<file path="src/rtl/ula_pkg.sv">
// Shared opcode, FSM-state and instruction-field definitions for ula and ula_ctrl.
package ula_pkg;

    localparam logic [2:0] OP_NOP  = 3'b000;
    localparam logic [2:0] OP_ADD  = 3'b001;
    localparam logic [2:0] OP_ADDI = 3'b010;
    localparam logic [2:0] OP_SUB  = 3'b011;
    localparam logic [2:0] OP_SUBI = 3'b100;
    localparam logic [2:0] OP_MUL  = 3'b101;
    localparam logic [2:0] OP_LOAD = 3'b110;
    localparam logic [2:0] OP_ILL  = 3'b111;

    typedef enum logic [1:0] {
        ST_IDLE,
        ST_READ,
        ST_EXEC,
        ST_DONE
    } state_t;

    // Instruction word: {op, rd, rs, imm}
    localparam int INSTR_W = 17;
    localparam int OP_MSB  = 16;
    localparam int OP_LSB  = 14;
    localparam int RD_MSB  = 13;
    localparam int RD_LSB  = 11;
    localparam int RS_MSB  = 10;
    localparam int RS_LSB  = 8;
    localparam int IMM_MSB = 7;
    localparam int IMM_LSB = 0;

    function automatic logic is_alu_op(input logic [2:0] op);
        return (op >= OP_ADD) && (op <= OP_MUL);
    endfunction

    function automatic logic is_imm_op(input logic [2:0] op);
        return (op == OP_ADDI) || (op == OP_SUBI);
    endfunction

    function automatic logic writes_reg(input logic [2:0] op);
        return (op != OP_NOP) && (op != OP_ILL);
    endfunction

endpackage

</file>
<file path="src/rtl/banco_regs.sv">
// Register file: one synchronous write port, two combinational read ports, R0 reads as zero.
module banco_regs #(
    parameter int NREGS = 8,
    parameter int W     = 8
) (
    input  logic                     clk,
    input  logic                     rst_n,
    input  logic                     we,
    input  logic [$clog2(NREGS)-1:0] waddr,
    input  logic [W-1:0]             wdata,
    input  logic [$clog2(NREGS)-1:0] raddr_a,
    output logic [W-1:0]             rdata_a,
    input  logic [$clog2(NREGS)-1:0] raddr_b,
    output logic [W-1:0]             rdata_b
);

    logic [W-1:0] regs [NREGS];

    always_ff @(posedge clk or negedge rst_n) begin
        if (!rst_n) begin
            for (int i = 0; i < NREGS; i++) begin
                regs[i] <= '0;
            end
        end else if (we && (waddr != '0)) begin
            regs[waddr] <= wdata;
        end
    end

    assign rdata_a = (raddr_a == '0) ? '0 : regs[raddr_a];
    assign rdata_b = (raddr_b == '0) ? '0 : regs[raddr_b];

endmodule

</file>
<file path="src/rtl/ula_ctrl.sv">
// Sequencer in front of the ula ALU: IDLE -> READ -> EXEC -> DONE, one instruction per 4 cycles.
// Optional overflow flag is built only when ULA_CTRL_OVF_EN is defined.
module ula_ctrl
    import ula_pkg::*;
#(
    parameter int NREGS = 8,
    parameter int W     = 8
) (
    input  logic               clk,
    input  logic               rst_n,
    input  logic               instr_valid,
    input  logic [INSTR_W-1:0] instr,
    output logic               instr_ready,
    output logic [W-1:0]       alu_a,
    output logic [W-1:0]       alu_b,
    output logic [2:0]         alu_opcode,
    input  logic [W-1:0]       alu_res,
    output logic               done,
    output logic [W-1:0]       result,
    output logic               err,
    output logic               ovf
);

    state_t             state;
    logic [INSTR_W-1:0] instr_q;
    logic [2:0]         op;
    logic [2:0]         rd;
    logic [2:0]         rs;
    logic [7:0]         imm;
    logic [W-1:0]       rdata_a;
    logic [W-1:0]       rdata_b;
    logic               we;
    logic [W-1:0]       wdata;

    assign op  = instr_q[OP_MSB:OP_LSB];
    assign rd  = instr_q[RD_MSB:RD_LSB];
    assign rs  = instr_q[RS_MSB:RS_LSB];
    assign imm = instr_q[IMM_MSB:IMM_LSB];

    // Write lands at the EXEC->DONE edge, so the next READ already sees it.
    assign we    = (state == ST_EXEC) && writes_reg(op);
    assign wdata = (op == OP_LOAD) ? W'(imm) : alu_res;

    banco_regs #(
        .NREGS (NREGS),
        .W     (W)
    ) u_regs (
        .clk     (clk),
        .rst_n   (rst_n),
        .we      (we),
        .waddr   (rd),
        .wdata   (wdata),
        .raddr_a (rs),
        .rdata_a (rdata_a),
        .raddr_b (imm[2:0]),
        .rdata_b (rdata_b)
    );

    always_ff @(posedge clk or negedge rst_n) begin
        if (!rst_n) begin
            state       <= ST_IDLE;
            instr_q     <= '0;
            instr_ready <= 1'b1;
            alu_a       <= '0;
            alu_b       <= '0;
            alu_opcode  <= OP_NOP;
            done        <= 1'b0;
            err         <= 1'b0;
            result      <= '0;
        end else begin
            done <= 1'b0;
            err  <= 1'b0;
            case (state)
                ST_IDLE: begin
                    if (instr_valid) begin
                        instr_q     <= instr;
                        instr_ready <= 1'b0;
                        state       <= ST_READ;
                    end
                end
                ST_READ: begin
                    alu_a      <= rdata_a;
                    alu_b      <= is_imm_op(op) ? W'(imm) : rdata_b;
                    alu_opcode <= is_alu_op(op) ? op : OP_NOP;
                    state      <= ST_EXEC;
                end
                ST_EXEC: begin
                    if (op == OP_LOAD) begin
                        result <= W'(imm);
                    end else if (is_alu_op(op)) begin
                        result <= alu_res;
                    end else begin
                        result <= '0;
                    end
                    done  <= 1'b1;
                    err   <= (op == OP_ILL);
                    state <= ST_DONE;
                end
                ST_DONE: begin
                    instr_ready <= 1'b1;
                    state       <= ST_IDLE;
                end
                default: state <= ST_IDLE;
            endcase
        end
    end

`ifdef ULA_CTRL_OVF_EN
    logic [2*W-1:0] prod;
    logic           ovf_next;

    assign prod = {{W{1'b0}}, alu_a} * {{W{1'b0}}, alu_b};

    always_comb begin
        ovf_next = 1'b0;
        case (alu_opcode)
            OP_ADD, OP_ADDI: ovf_next = (alu_a[W-1] == alu_b[W-1]) && (alu_res[W-1] != alu_a[W-1]);
            OP_SUB, OP_SUBI: ovf_next = (alu_a[W-1] != alu_b[W-1]) && (alu_res[W-1] != alu_a[W-1]);
            OP_MUL:          ovf_next = (prod[2*W-1:W] != '0);
            default:         ovf_next = 1'b0;
        endcase
    end

    always_ff @(posedge clk or negedge rst_n) begin
        if (!rst_n) begin
            ovf <= 1'b0;
        end else begin
            ovf <= (state == ST_EXEC) ? ovf_next : 1'b0;
        end
    end
`else
    assign ovf = 1'b0;
`endif

endmodule

</file>
<file path="config.mk">
export PLATFORM = sky130hd
export DESIGN_NAME = ula_ctrl
export DESIGN_NICKNAME = d
export VERILOG_FILES = /design/src/rtl/ula_pkg.sv /design/src/rtl/banco_regs.sv /design/src/rtl/ula_ctrl.sv
export SDC_FILE = /design/constraint.sdc
export NUM_CORES = 1
export LEC_CHECK = 0
export ABC_CLOCK_PERIOD_IN_PS = 1840
export BUFFER_PORTS_ARGS = -buffer_cell sky130_fd_sc_hd__buf_4
export CAP_MARGIN = 20
export CORE_ASPECT_RATIO = 1.5
export CORE_MARGIN = 2
export CORE_UTILIZATION = 40
export DETAILED_ROUTE_END_ITERATION = 8
export PLACE_DENSITY_LB_ADDON = 0.12
export RECOVER_POWER = 25
export REMOVE_ABC_BUFFERS = 1
export SLEW_MARGIN = 5
export SYNTH_ARGS = -nofsm -noshare
export SYNTH_HDL_FRONTEND = slang
export SYNTH_SLANG_ARGS = --single-unit
</file>
<file path="constraint.sdc">
create_clock -name clk -period 1.84 [get_ports clk]
set_input_delay 0.368 -clock clk [delete_from_list [all_inputs] [get_ports clk]]
set_output_delay 0.368 -clock clk [all_outputs]
set_load 0.01 [all_outputs]
</file>
==> summary.md <==
| Metric | Value |
|---|---|
| Run status | `completed` |
| Placer Congestion | `roughly 0.84` |
| Final setup fails | `0` |
| Crit-path slowest cell | `dfrtp_2` |
| Startpoint type of the worst setup path | `register` |
| Cts bufs inserted | `9` |
| Setup WS pre-CTS | `-0.111 ns` |
| Routed Antenna Nets | `0` |
| Fin crit period | `about 1.8 ns` |
| Leakage Power | `a little over 3 nW` |
| Max_slew headroom | `32.0%` |
| Top FF cell, synth | `dfrtp_1` |
| Post-Synth Simple-Gate Area | `6.35%` |
| Die Ht | `146 um` |
| Number of global-route vias before repair | `roughly 3800` |
| Starting DRC count in detailed routing | `161` |
| Post-Syn Area | `between 5000 and 6000 sq um` |
| P_int | `between 8 and 9 mW` |
| Register area | `between 2000 and 3000 sq um` |
| PnR worst setup slack | `between 0.04 and 0.05 ns` |
| Area of the multi-input gates | `~2500 sq um` |
| WHS | `~0.24 ns` |
| Clock network power share | `between 15 and 20%` |
| CTS tree | `yes` |
| Final Routed Wirelength | `approximately 14000 um` |
| Mux contribution to synthesized area | `~30%` |
| Worst Max-Slew Pin Slew | `1.02 ns` |
| FFs w/ async S/R, synth | `100%` |
| Clock latency on the worst-skew pair | `0.35 ns` |
| F_max | `between 0.5 and 0.6 GHz` |
| Fillers | `1178` |
| Total die area | `between 10000 and 15000 sq um` |
| Chip width | `roughly 98 um` |
| Max Buffers Root-to-Sink | `2` |
| Initial antenna violation count | `0` |
| Crit path cell chain | `buf_4, nor2b_1, a221oi_1, a221o_1, o221ai_1` |
| Clock skew after layout | `just over 0.01 ns` |
| Design Power | `13.3 mW` |
| Fin nets | `a little over 500` |
| Critical path type | `reg -> reg` |
| Clk sinks | `105` |
| Buf/Inv on CP | `1` |
| Util after Layout | `around half` |
| I/O pin count | `between 50 and 60` |
| Combinational family with the most area after synthesis | `multiplexers` |
| Syn_area_per_cell | `around 13 sq um` |
| Xor and xnor fraction of the mapped netlist area | `less than 1%` |
| Min-Delay Path Class | `in -> reg` |
| Final Slew Violations | `0` |
| Crit-path max FO | `14` |
| Largest delay share family, worst path | `compound AO/OA/AOI/OAI gates` |
| First-pass GRT wire length | `roughly 22000 um` |
| Crit. End Element | `register` |
| IO Port Bufs | `57` |
| Crit path DAT | `~2.1 ns` |
| Sw Share | `36.4%` |
| Data required time of the critical path | `between 2 and 2.5 ns` |
| Drt pass-1 iters | `5` |
| Gate Count Post-Synth | `410` |
| WL/cell | `~21 um` |
| Initial Utilization | `41.0%` |
| Post-synth cell types | `42` |
| Register bit total from synthesis | `between 100 and 150` |
| Gr usage total | `19.8%` |
| Sequential area share after synthesis | `49.2%` |
| Combinational Power Share | `about 48%` |
| Worst VDD drop | `roughly 0.00061 V` |
| Clock root cell | `clkbuf_16` |
| Ant diodes | `0` |
| Reg power frac | `between 30% and 40%` |
| Largest net degree at the start of global routing | `36` |
| Vias | `between 3000 and 4000` |
| GRT overflow | `0` |
| Final period utilization | `97.8%` |
| Share of cells above drive strength 1 | `44.3%` |
| Max_cap viols | `0` |
| Setup TNS | `0 ns` |
| Synth Area in Adders | `less than 1%` |
| Area growth from synthesis to layout | `23.8%` |
| Sw Pwr | `4.84 mW` |
| HPWL Detailed | `between 9000 and 10000 um` |
| YS warnings | `0` |
| RSZ-0062 raised after global routing | `no` |
| DRC Markers | `0` |
| Clock Pin Slew Worst Setup and Hold Paths | `around 0.07 ns` |
| Number of enable flip-flop cells after synthesis | `0` |
| Compound-cell area share of the yosys netlist | `a little under a tenth` |
| CTS H-Tree Depth | `3` |
| DR vias/cell | `5.63` |
| Final hold vios | `0` |
| Core Rows | `51` |
| Largest stage delay on the critical path | `0.51 ns` |
| Power per cell area | `roughly 2000 nW/um^2` |
| Core Area | `13000 sq um` |
-- sequential cells by signal (all words and copies together) (netlist names) --
| register | count |
|---|---|
| result | 8 |
| u_regs.regs | 56 |
| alu_b | 8 |
| state | 2 |
| alu_a | 8 |
| instr_ready | 1 |
| instr_q | 17 |
| alu_opcode | 3 |
| done | 1 |
| err | 1 |
-- area by class of cell --
| cell class | instances | area share (%) |
|---|---|---|
| Sequential cell | 105 | 39.8 |
| Multi-Input combinational cell | 256 | 38.3 |
| Clock buffer | 10 | 3.61 |
| Inverter | 21 | 1.19 |
| Timing Repair Buffer | 92 | 12.1 |
| Clock inverter | 6 | 2.06 |
| Tap cell | 159 | 3.01 |
-- kinds of logic after synthesis --
kind of cell / Yosys count
compound gates: 75
xor+xnor: 1
fa+ha+maj: 4
buf+inv: 49
flops: 105
mux: 127
other cells: 1
simple gates: 48
-- power by group through the flow --
stage,sequential (mW),clock [mW],combinational (mW)
final,4.58,2.38,6.33
after global routing,4.73,2.53,6.87
after CTS,4.58,2.44,6.36
after detailed placement,4.60,0,6.30
after global placement,4.58,0,6.22
after floorplan,4.70,0,3.61
-- cell usage in the layout (no fill, tap or decap), types with 6 or more instances in the layout --
master	count
buf_12	9
o21ai_0	8
mux4_2	11
dfrtp_1	103
nand3_1	6
inv_1	21
a211oi_1	7
a21oi_1	26
mux2_2	61
clkbuf_16	9
a22oi_1	8
mux2_4	25
mux2i_1	30
buf_4	79
nor2_1	16
-- cells in the mapped netlist, types with 2 or more instances --
master / instances / area share (%)
nand4b_4: 3 / 1.3
nor2b_1: 5 / 0.59
dfrtp_1: 104 / 49
o32ai_1: 2 / 0.33
nor2_1: 16 / 1.1
nor3b_1: 2 / 0.28
clkbuf_1: 10 / 0.70
mux2_2: 70 / 15
a22oi_1: 8 / 1.1
o31ai_1: 2 / 0.28
inv_1: 21 / 1.5
a221o_1: 4 / 0.75
ha_1: 4 / 0.94
mux2i_1: 30 / 5.6
a31oi_1: 3 / 0.35
o21ai_0: 8 / 0.75
mux2_4: 16 / 4.5
buf_1: 2 / 0.14
a21oi_1: 26 / 2.4
buf_2: 9 / 0.84
nand2_1: 5 / 0.35
mux4_2: 11 / 4.6
o2bb2ai_1: 3 / 0.49
buf_4: 4 / 0.56
o221ai_1: 5 / 0.82
nand3b_1: 2 / 0.28
nand2_4: 2 / 0.42
nand3_1: 7 / 0.66
a221oi_1: 5 / 0.82
a211oi_1: 7 / 0.98
buf_6: 3 / 0.63
-- what timing repair did --
action / 4_1_cts / 5_1_grt
hold buffers: 1 / 0
pin swaps: 2 / 3
setup buffers: 0 / 3
endpoints found under the hold margin: 1 / 0
gates resized for setup: 12 / 1
endpoints found under the setup margin: 49 / 12
-- routing by layer --
metal,wire [um],track usage (%),up-vias
met5,0,0,-
met4,159,6.58,0
met3,556,3.12,16
met2,7090,33.4,102
met1,5820,26.0,1876
li1,-,-,1661
-- final timing paths --
kind	start	endpoint	cells after the start	slack, ns
min in group asynchronous	rst_n	instr_q[14]	2	0.71
max	instr_q[0]	alu_b[4]	5	0.04
max reg2reg	instr_q[0]	alu_b[4]	5	0.04
min	instr_valid	state[1]	2	0.24
min reg2reg	instr_ready	instr_ready	2	0.50
max in group asynchronous	rst_n	instr_ready	3	0.33
-- per-stage QoR --
step	instances	cell area [sq um]
4_1_cts	646	6580
2_1_floorplan	382	5190
3_5_place_dp	631	6180
3_3_place_gp	631	6180
5_1_grt	649	6610
6_report	649	6610
No activity file was read; power rests on OpenSTA's default activity.
